==> src/rtl/uart_cmd_parser.sv <==
// uart_cmd_parser: assembles 5-byte UART frames into validated register-write commands.
module uart_cmd_parser #(
    parameter logic [7:0] HEADER      = 8'hA5,
    parameter int         TIMEOUT_CNT = 250_000
) (
    input  logic        clk,
    input  logic        rstn,
    input  logic        uart_rx_done,
    input  logic [7:0]  uart_rx_data,
    output logic        cmd_valid,
    input  logic        cmd_ready,
    output logic [7:0]  cmd_addr,
    output logic [15:0] cmd_wdata,
    output logic        err_pulse,
    output logic [1:0]  err_code,
    output logic        busy,
    output logic [15:0] frame_cnt
);
    localparam logic [2:0] IDLE = 3'd0;
    localparam logic [2:0] ADDR = 3'd1;
    localparam logic [2:0] DATH = 3'd2;
    localparam logic [2:0] DATL = 3'd3;
    localparam logic [2:0] CSUM = 3'd4;
    localparam logic [2:0] OUT  = 3'd5;
    // The error fires on the edge where the counter would reach TIMEOUT_CNT-1.
    localparam logic [23:0] TMO_LAST = 24'(TIMEOUT_CNT - 2);

    logic [2:0]  state, state_n;
    logic [23:0] tmo_cnt;
    logic [7:0]  addr_r, hi_r, lo_r, sum;
    logic        in_frame, in_frame_n, tmo, csum_ok, err_n;
    logic [1:0]  code_n;

    always_comb begin
        in_frame = state inside {ADDR, DATH, DATL, CSUM};
        sum      = addr_r + hi_r + lo_r;
        csum_ok  = uart_rx_data == sum;
        tmo      = in_frame && !uart_rx_done && tmo_cnt == TMO_LAST;
        state_n  = state;
        case (state)
            IDLE:    state_n = (uart_rx_done && uart_rx_data == HEADER) ? ADDR : IDLE;
            ADDR:    state_n = uart_rx_done ? DATH : tmo ? IDLE : ADDR;
            DATH:    state_n = uart_rx_done ? DATL : tmo ? IDLE : DATH;
            DATL:    state_n = uart_rx_done ? CSUM : tmo ? IDLE : DATL;
            CSUM:    state_n = uart_rx_done ? (csum_ok ? OUT : IDLE) : tmo ? IDLE : CSUM;
            OUT:     state_n = cmd_ready ? IDLE : OUT;
            default: state_n = IDLE;
        endcase
        in_frame_n = state_n inside {ADDR, DATH, DATL, CSUM};
        err_n      = tmo || (uart_rx_done && (state == OUT || (state == CSUM && !csum_ok)));
        code_n     = state == OUT ? 2'd3 : tmo ? 2'd2 : 2'd1;
    end

    always_ff @(posedge clk) begin
        if (!rstn) begin
            state     <= IDLE;
            tmo_cnt   <= '0;
            addr_r    <= '0;
            hi_r      <= '0;
            lo_r      <= '0;
            cmd_valid <= 1'b0;
            cmd_addr  <= '0;
            cmd_wdata <= '0;
            err_pulse <= 1'b0;
            err_code  <= '0;
            busy      <= 1'b0;
            frame_cnt <= '0;
        end else begin
            state     <= state_n;
            busy      <= state_n != IDLE;
            tmo_cnt   <= (in_frame_n && state_n == state && !uart_rx_done) ? tmo_cnt + 24'd1 : '0;
            err_pulse <= err_n;
            if (err_n) err_code <= code_n;
            if (uart_rx_done && state == ADDR) addr_r <= uart_rx_data;
            if (uart_rx_done && state == DATH) hi_r <= uart_rx_data;
            if (uart_rx_done && state == DATL) lo_r <= uart_rx_data;
            if (uart_rx_done && state == CSUM && csum_ok) begin
                cmd_valid <= 1'b1;
                cmd_addr  <= addr_r;
                cmd_wdata <= {hi_r, lo_r};
            end
            if (state == OUT && cmd_ready) begin
                cmd_valid <= 1'b0;
                frame_cnt <= frame_cnt + 16'd1;
            end
        end
    end
endmodule

==> config.mk <==
export PLATFORM = sky130hd
export DESIGN_NAME = uart_cmd_parser
export DESIGN_NICKNAME = d
export VERILOG_FILES = /design/src/rtl/uart_cmd_parser.sv
export SDC_FILE = /design/constraint.sdc
export NUM_CORES = 1
export LEC_CHECK = 0
export BUFFER_PORTS_ARGS = -buffer_cell sky130_fd_sc_hd__buf_4
export CORE_MARGIN = 4
export CORE_UTILIZATION = 52
export CTS_CLUSTER_DIAMETER = 200
export DETAILED_ROUTE_END_ITERATION = 6
export PLACE_DENSITY_LB_ADDON = 0.1
export SETUP_SLACK_MARGIN = 0.5
export SYNTH_ARGS = -nofsm -noshare
export SYNTH_HDL_FRONTEND = slang
export SYNTH_SLANG_ARGS = --single-unit
export TNS_END_PERCENT = 30
==> constraint.sdc <==
create_clock -name clk -period 6.16 [get_ports clk]
set_input_delay 0.924 -clock clk [delete_from_list [all_inputs] [get_ports clk]]
set_output_delay 0.924 -clock clk [all_outputs]
set_load 0.05 [all_outputs]
==> After elaboration in Yosys (flattened, before gate mapping) <==
Cells that the tools add are included.
{ "classes": {"add_sub_neg": 4, "multipliers": 0, "div_mod_pow": 0, "magnitude_cmp": 0, "eq_ne": 13, "shift": 0, "n_mux": 14, "bitwise": 1, "n_reduce_logical": 23} }
{ "op_table": {"columns": ["operator", "count"], "rows": [
  ["$add 24x1->24 const B", 1],
  ["$eq 24x18->1 const B", 1],
  ["$pmux 3 s6", 1],
  ["$add 16x1->16 const B", 1],
  ["$add 8x8->8", 2],
  ["$mux 3", 5],
  ["$logic_and 1x1->1", 13],
  ["$eq 3x2->1 const B", 4],
  ["$mux 2", 6],
  ["$eq 3x3->1 const B", 3],
  ["$eq 8x8->1", 1],
  ["$eq 8x8->1 const B", 1],
  ["$reduce_bool 4->1", 2],
  ["$eq 3x1->1 const B", 2],
  ["$eq 3x3->1", 1],
  ["$logic_not 3->1", 1],
  ["$reduce_bool 3->1", 1],
  ["$logic_not 1->1", 2],
  ["$logic_or 1x1->1", 2],
  ["$mux 1", 2],
  ["$reduce_and 2->1", 1],
  ["$reduce_or 2->1", 1],
  ["$not 1->1", 1]
]} }
{ "word_totals": {"reg_bits": 96, "latch_bits": 0, "ramBits": 0, "romBits": 0, "out_inout_bits": 45, "memories": 0} }

==> Depth between registers and ports, before layout <==
Gate-level depths: netlist (run 1).
{ "depth": {"ltp_word": 12, "ltp_mapped": 10} }

==> Worst setup path after synthesis (run 1) <==
Ideal clock, no wire load.
{ "synth_path": {"kind": "reg-to-reg", "from": "reg addr_r[1]", "to": "reg cmd_addr[0]", "setup_time_ns": 0.126, "arrival_time_ns": 2.770, "slack_ns": 3.265, "stages_incl_launch_ff": 11, "cell_sequence": "dfxtp_1 -> fa_1 -> ha_1 -> fa_1 -> nand3_1 -> a21oi_1 -> or3b_4 -> a211o_2 -> clkbuf_1 -> o21ai_0 -> a21boi_0"} }
{ "synth_via": {"elab_chain_len": 4} }
{ "synth_rtl": {"columns": ["item", "line_no", "rtl"], "rows": [
  ["start, declared", "30", "logic [7:0] addr_r, hi_r, lo_r, sum;"],
  ["start signal, assigned", "74", "if (uart_rx_done && state == ADDR) addr_r <= uart_rx_data;"],
  ["$add 8x8->8 (2 in a row)", "36", "sum = addr_r + hi_r + lo_r;"],
  ["$eq 8x8->1", "37", "csum_ok = uart_rx_data == sum;"],
  ["$logic_and 1x1->1", "77", "if (uart_rx_done && state == CSUM && csum_ok) begin"],
  ["end signal, assigned", "79", "cmd_addr <= addr_r;"],
  ["end, declared", "12", "output logic [7:0] cmd_addr,"]
]} }
Every way passes these cells.
A chain may end at the register's enable or synchronous reset.

==> Worst setup path in the final report (run 1) <==
{ "layout_path": {"from": "reg addr_r[2]", "to": "reg busy"} }
{ "layout_via": {"elab_chain_len": 7} }
{ "layout_rtl": {"columns": ["item", "line_no", "rtl"], "rows": [
  ["$add 8x8->8 (2 in a row)", "36", null],
  ["$eq 8x8->1", "37", null],
  ["$mux 3 (2 in a row)", "45", "CSUM: state_n = uart_rx_done ? (csum_ok ? OUT : IDLE) : tmo ? IDLE : CSUM;"],
  ["$pmux 3 s6", "40", "case (state)"],
  ["$reduce_bool 3->1", "70", "busy <= state_n != IDLE;"],
  ["end signal, assigned", "66", "busy <= 1'b0;"],
  ["end signal, assigned", "70", null],
  ["end, declared", "16", "output logic busy,"]
]} }
Every way passes these cells.

==> flow_summary.ini, run 1 <==
[status]
status = finished, final reports clean

[grt]
grt_pass1_vias = 3549
overflow = 0
grtUsageTotal = 0.205
antenna_found_initial = 0
grt_max_degree = 74
grt_first_pass_wirelength_mm = 17.1

[routing]
drt.antenna.violating_nets = 0
wl_per_cell_um = 15.6
route.vias.total = 3737
drt_first_pass_iters = 4
avgViaCountPerCell = 5.59
drtIter0Drc = 133
wirelength_mm = 10.4
drcViolationCount = 0

[place]
port_buffers = 56
place_congestion = 0.832
post-place-ws_ps = 2410
dp_hpwl_mm = 7.45

[synthesis]
ys.flop_type = dfxtp_1
synth-seq-cells = 96
synth.most_common_cell = dfxtp_1
synth_area_leaders = dfxtp_1, xnor2_1, a21boi_0
ys_async_sr_fraction = 0
synth_top_area_frac = 0.411
syn_area_per_cell_um2 = 9.15
synth_cells = 511
synth_fp_nets = 540
synth.distinct_cells = 54
synth-edff-count = 0
yosys.area.top_type = dfxtp_1
syn_area_um2 = 4670
ys_top_cells_by_count = dfxtp_1, nand2_1, nand3_1
yosysWarnings = 0
yosysSeqAreaShare = 0.411

[die]
die_height_um = 103
coreArea_um2 = 8720
dieArea_um2 = 10600
dieWidth_um = 103
fp-row-count = 34
initial_core_util = 0.536
io_pins = 57

[setup_path]
crit_type = flop to flop
r2r-start = addr_r[2]
crit_family = compound AO/OA/AOI/OAI gates
worst-path-buf-inv = 0
critPathMaxStageDelay_ps = 970
cp_data_arrival_time_ps = 4080
endpoint_kind = flop
crit_path_start = addr_r[2]
timing.rr.end = busy
crit_chain = fa_1 -> ha_1 -> a211oi_1 -> o211ai_1 -> a21boi_0 -> a21o_1 -> a2111oi_0 -> o41a_1
crit_path_start_kind = flop
ff2ff_path_depth = 8
timing.reg2reg.setup_slack_ps = 2380
cp_max_fo = 25
critical_path_required_ps = 6450
cp-endpoint = busy
crit_cells = 8
critPathSlowestCell = a2111oi_0

[clocking]
cts-hold-fix-buffers = 0
clk_pin_slew_ps = 80
clock_latency_ps = 360
cts_max_level = 3
cts_buffer_depth = 2
cts_sinks = 96
cts_tree = yes
post_cts_resized = 0
cts_setup_buffers = 0
root_buffer = clkbuf_8
cts_buffers = 9

[power]
p_leak_nw = 1.93
powerDensity_nw_per_um2 = 206
ir_drop_uv = 148
power.switching_mw = 0.225
clkPwrFrac = 0.407
p_comb_frac = 0.029
p_seq_frac = 0.564
switching_share = 0.205
internal-power_mw = 0.875

[sta]
period_minus_slack_ps = 3780
skew_ps = 14.3
setup_viol = 0
worst_slew_pin_slew_ps = 1100
hold_viol_final = 0
rsz0062_at_grt = false
final.period_utilization = 0.614
final.setup.tns_ps = 0
fmax_mhz = 264
drv_slew = 0
relSlewSlack = 0.251
layout_setup_ws_ps = 2380

[cells_and_area]
num-fill-cells = 766
fin_nets = 585
drive_gt1_frac = 0.141
area_growth_pct = 14.5
seqCellArea_um2 = 1920
multiInputGateArea_um2 = 2620
diodes = 0

[job]
maxCapViolCount = 0

[min_path]
hold_class = flop to flop
==> layer usage <==
| layer | up-vias | share of wire | global-route usage |
|---|---|---|---|
| met4 | 0 | 0.016 | 0.0717 |
| met3 | 15 | 0.039 | 0.0406 |
| met5 | - | 0 | 0 |
| met1 | 1784 | 0.50 | 0.289 |
| met2 | 61 | 0.44 | 0.315 |
| li1 | 1877 | - | - |
==> worst reg2reg max path, cell delays in order, from the launching register on <==
cell,delay (ps)
dfxtp_1,350
fa_1,620
ha_1,250
a211oi_1,430
o211ai_1,160
a21boi_0,180
a21o_1,510
a2111oi_0,970
o41a_1,270
==> flip-flops by register name (all words and copies together) (netlist names) <==
register	cells
hi_r	8
addr_r	8
busy	1
err_code	2
tmo_cnt	24
cmd_valid	1
err_pulse	1
cmd_addr	8
frame_cnt	16
state	3
cmd_wdata	16
lo_r	8
==> final cells by class <==
cell class | count | area share
multi-input cells | 385 | 0.490
clock buffers | 13 | 0.0278
clock inverters | 3 | 0.0122
well taps | 108 | 0.0253
inverters | 6 | 0.00421
flip-flops and latches | 96 | 0.359
repair buffers | 58 | 0.0814
==> power by group through the flow <==
stage | Combinational (mW) | Clock (mW) | Sequential [mW]
after floorplan | 0.0187 | 0 | 0.635
after global placement | 0.0319 | 0 | 0.635
after detailed placement | 0.0322 | 0 | 0.635
after CTS | 0.0324 | 0.459 | 0.620
after global routing | 0.0344 | 0.484 | 0.620
final | 0.0321 | 0.448 | 0.620
==> through the flow <==
step | cell area, um2 | power [mW] | util | cells | hold slack [ps]
floorplan | 4670 | 0.654 | - | 511 | 469
global placement | 5140 | 0.667 | 0.589 | 653 | 435
detailed placement | 5140 | 0.667 | 0.589 | 653 | 445
CTS | 5350 | 1.11 | 0.614 | 669 | 461
global route | 5350 | 1.14 | 0.614 | 669 | 475
finish | 5350 | 1.10 | 0.614 | 669 | 455
==> logic make-up after synthesis <==
kind of cell | Yosys count | synth area share
flip-flops | 96 | 0.411
AO/OA/AOI/OAI | 103 | 0.151
buffers and inverters | 30 | 0.0278
AND/OR/NAND/NOR | 204 | 0.230
XOR/XNOR | 45 | 0.0873
adder cells (fa/ha/maj) | 17 | 0.0584
multiplexers | 16 | 0.0343
==> cell usage in the layout (no fill, tap or decap), types with 3 or more instances in the layout <==
| cell | netlist | layout |
|---|---|---|
| clkbuf_1 | 20 | 3 |
| nor3_1 | 12 | 12 |
| or3_1 | 5 | 5 |
| nand3_1 | 39 | 39 |
| dfxtp_1 | 96 | 96 |
| a21boi_0 | 36 | 36 |
| a21boi_1 | 3 | 3 |
| nand2b_1 | 4 | 4 |
| nor4b_1 | 3 | 3 |
| nand4_1 | 10 | 10 |
| a211oi_1 | 3 | 3 |
| xnor2_1 | 31 | 31 |
| o21ai_0 | 32 | 32 |
| a21o_1 | 3 | 3 |
| fa_1 | 8 | 8 |
| and3_1 | 10 | 10 |
| nor4_1 | 3 | 3 |
| inv_1 | 6 | 6 |
| ha_1 | 9 | 9 |
| nor2_1 | 28 | 28 |
| clkbuf_8 | 0 | 10 |
| xor2_1 | 13 | 13 |
| mux2i_1 | 16 | 16 |
| a21oi_1 | 9 | 9 |
| nor2b_1 | 18 | 18 |
| and2_1 | 16 | 16 |
| buf_4 | 0 | 58 |
| nand2_1 | 43 | 43 |
==> worst min path at each step <==
stage,slack (ps),cells after the start,from,endpoint
detailed placement,450,2,err_code[0],err_code[0]
floorplan,470,2,lo_r[7],lo_r[7]
CTS,460,2,err_code[0],err_code[0]
global route,480,2,err_code[0],err_code[0]
finish,450,2,err_code[0],err_code[0]
global placement,430,2,err_code[0],err_code[0]
Power figures use the tool's default switching activity.
==> inputs of run 2 (changes only) <==
==> constraint.sdc (replaced) <==
create_clock -name clk -period 3.6 [get_ports clk]
set_input_delay 0.54 -clock clk [delete_from_list [all_inputs] [get_ports clk]]
set_output_delay 0.54 -clock clk [all_outputs]
set_load 0.05 [all_outputs]
==> run 2 against run 1 <==
Effect of this change: sequential cell count stayed put; sequential power is 71% higher; non-clock buffer count is 10 higher; core utilization is 2.2 points higher; first-iteration DRC count is 44% higher; sequential share of layout area is 1.1 points lower; via count is 2.5% higher; largest cell class unchanged; highest routed layer unchanged.
==> flow_summary.ini, run 2 (synthesized netlist as in run 1, its figures left out) <==
[status]
status = finished, final reports clean

[die]
fp-row-count = 34
initial_core_util = 0.536
dieArea_um2 = 10600
coreArea_um2 = 8720
dieWidth_um = 103
io_pins = 57
die_height_um = 103

[power]
internal-power_mw = 1.41
clkPwrFrac = 0.387
p_leak_nw = 1.98
p_comb_frac = 0.034
ir_drop_uv = 200
switching_share = 0.228
power.switching_mw = 0.418
p_seq_frac = 0.579
powerDensity_nw_per_um2 = 330

[grt]
grt_first_pass_wirelength_mm = 17.4
grtUsageMet3 = 0.0501
grt_pass1_vias = 3532
grtUsageTotal = 0.208
grt_max_degree = 73
gr-usage-met2 = 0.310
grt.busiest_layer = met2
overflow = 0
grtUsageMet1 = 0.300
antenna_found_initial = 0

[clocking]
cts_buffers = 9
cts_buffer_depth = 2
cts_tree = yes
clk_pin_slew_ps = 100
root_buffer = clkbuf_8
clock_latency_ps = 360
cts_max_level = 3
cts-hold-fix-buffers = 0
cts_sinks = 96

[setup_path]
critical_path_required_ps = 3850
crit_chain = fa_1 -> ha_4 -> fa_2 -> nand3_1 -> a21oi_1 -> o21bai_2 -> a211oi_4 -> buf_4 -> a21o_1 -> o41a_1
cp_data_arrival_time_ps = 3270
endpoint_kind = flop
critPathMaxStageDelay_ps = 520
cp_max_fo = 5
worst-path-buf-inv = 1
crit_type = flop to flop
crit_family = compound AO/OA/AOI/OAI gates
crit_path_start_kind = flop
critPathSlowestCell = fa_1

[sta]
drv_slew = 0
rsz0062_at_grt = true
hold_viol_final = 0
setup_viol = 0
fmax_mhz = 331
final.setup.tns_ps = 0
final.period_utilization = 0.840
period_minus_slack_ps = 3020
relSlewSlack = 0.369
worst_slew_pin_slew_ps = 942
skew_ps = 12.4
layout_setup_ws_ps = 575

[cells_and_area]
largestRegisters = tmo_cnt: 24 flops, cmd_wdata: 16 flops, frame_cnt: 16 flops
diodes = 0
largest_reg_flops = 24
mostFrequentLayoutCell = dfxtp_1
regMostFlops = tmo_cnt
final_cell_mix = dfxtp_1, buf_4, nand2_1
drive_gt1_frac = 0.192
fin_nets = 597
area_growth_pct = 18.5

[place]
port_buffers = 56
dp_hpwl_mm = 7.42
post-place-ws_ps = 338
place_congestion = 0.841

[min_path]
hold_class = flop to flop

[routing]
avgViaCountPerCell = 5.62
wirelength_mm = 10.8
drtIter0Drc = 191
drt_first_pass_iters = 4
drt.antenna.violating_nets = 0
wl_per_cell_um = 15.9
route.vias.total = 3829
drcViolationCount = 0

[job]
maxCapViolCount = 0
## run 2: what timing repair did
item,4_1_cts,5_1_grt
setup endpoints to repair,36,37
pin swaps,1,5
buffers inserted,3,0
gates cloned,0,2
resized for setup,3,29
## run 2: final cells by class
class / count / area (um2)
clock buffer: 10 / 128
clock inverter: 6 / 67.6
fill: 755 / 3180
inverter: 6 / 22.5
multi-input combinational: 387 / 2730
sequential: 96 / 1930
tap: 108 / 135
timing repair buffer: 68 / 531
## run 2: layer usage
metal  part of all wire  wire (um)  vias to the layer above
li1                   -          -                     1912
met1               0.47       5070                     1794
met2               0.44       4810                      114
met3              0.077        832                        9
met4              0.011        118                        0
met5                  0          0                        -
## run 2: power by group through the flow
stage | Combinational (mW) | Sequential (mW) | Clock [mW]
after floorplan | 0.0320 | 1.09 | 0
after global placement | 0.0561 | 1.09 | 0
after detailed placement | 0.0567 | 1.09 | 0
after CTS | 0.0576 | 1.06 | 0.724
after global routing | 0.0664 | 1.06 | 0.771
final | 0.0615 | 1.06 | 0.709
## run 2: worst register-to-register path: cells and delay by family (launching register included)
family	cells	cell delay, ps
adder cells (fa/ha/maj)	3	1070
flip-flops	1	350
buffers and inverters	1	170
AO/OA/AOI/OAI	5	1230
AND/OR/NAND/NOR	1	100
## run 2: final timing paths
path / startpoint / endpoint / slack, ps / cells after the start
min: err_code[0] / err_code[0] / 450 / 2
max reg2reg: lo_r[1] / busy / 580 / 10
min reg2reg: err_code[0] / err_code[0] / 450 / 2
max: lo_r[1] / busy / 580 / 10
## run 2: stage by stage
step | util | total power [mW] | cell area [um2] | instances | hold WS, ps
after floorplan | - | 1.12 | 4670 | 511 | 469
after global placement | 0.597 | 1.14 | 5200 | 660 | 444
after detailed placement | 0.597 | 1.14 | 5200 | 660 | 442
after CTS | 0.624 | 1.84 | 5440 | 679 | 457
after global routing | 0.635 | 1.90 | 5540 | 681 | 467
final | 0.635 | 1.83 | 5540 | 681 | 453
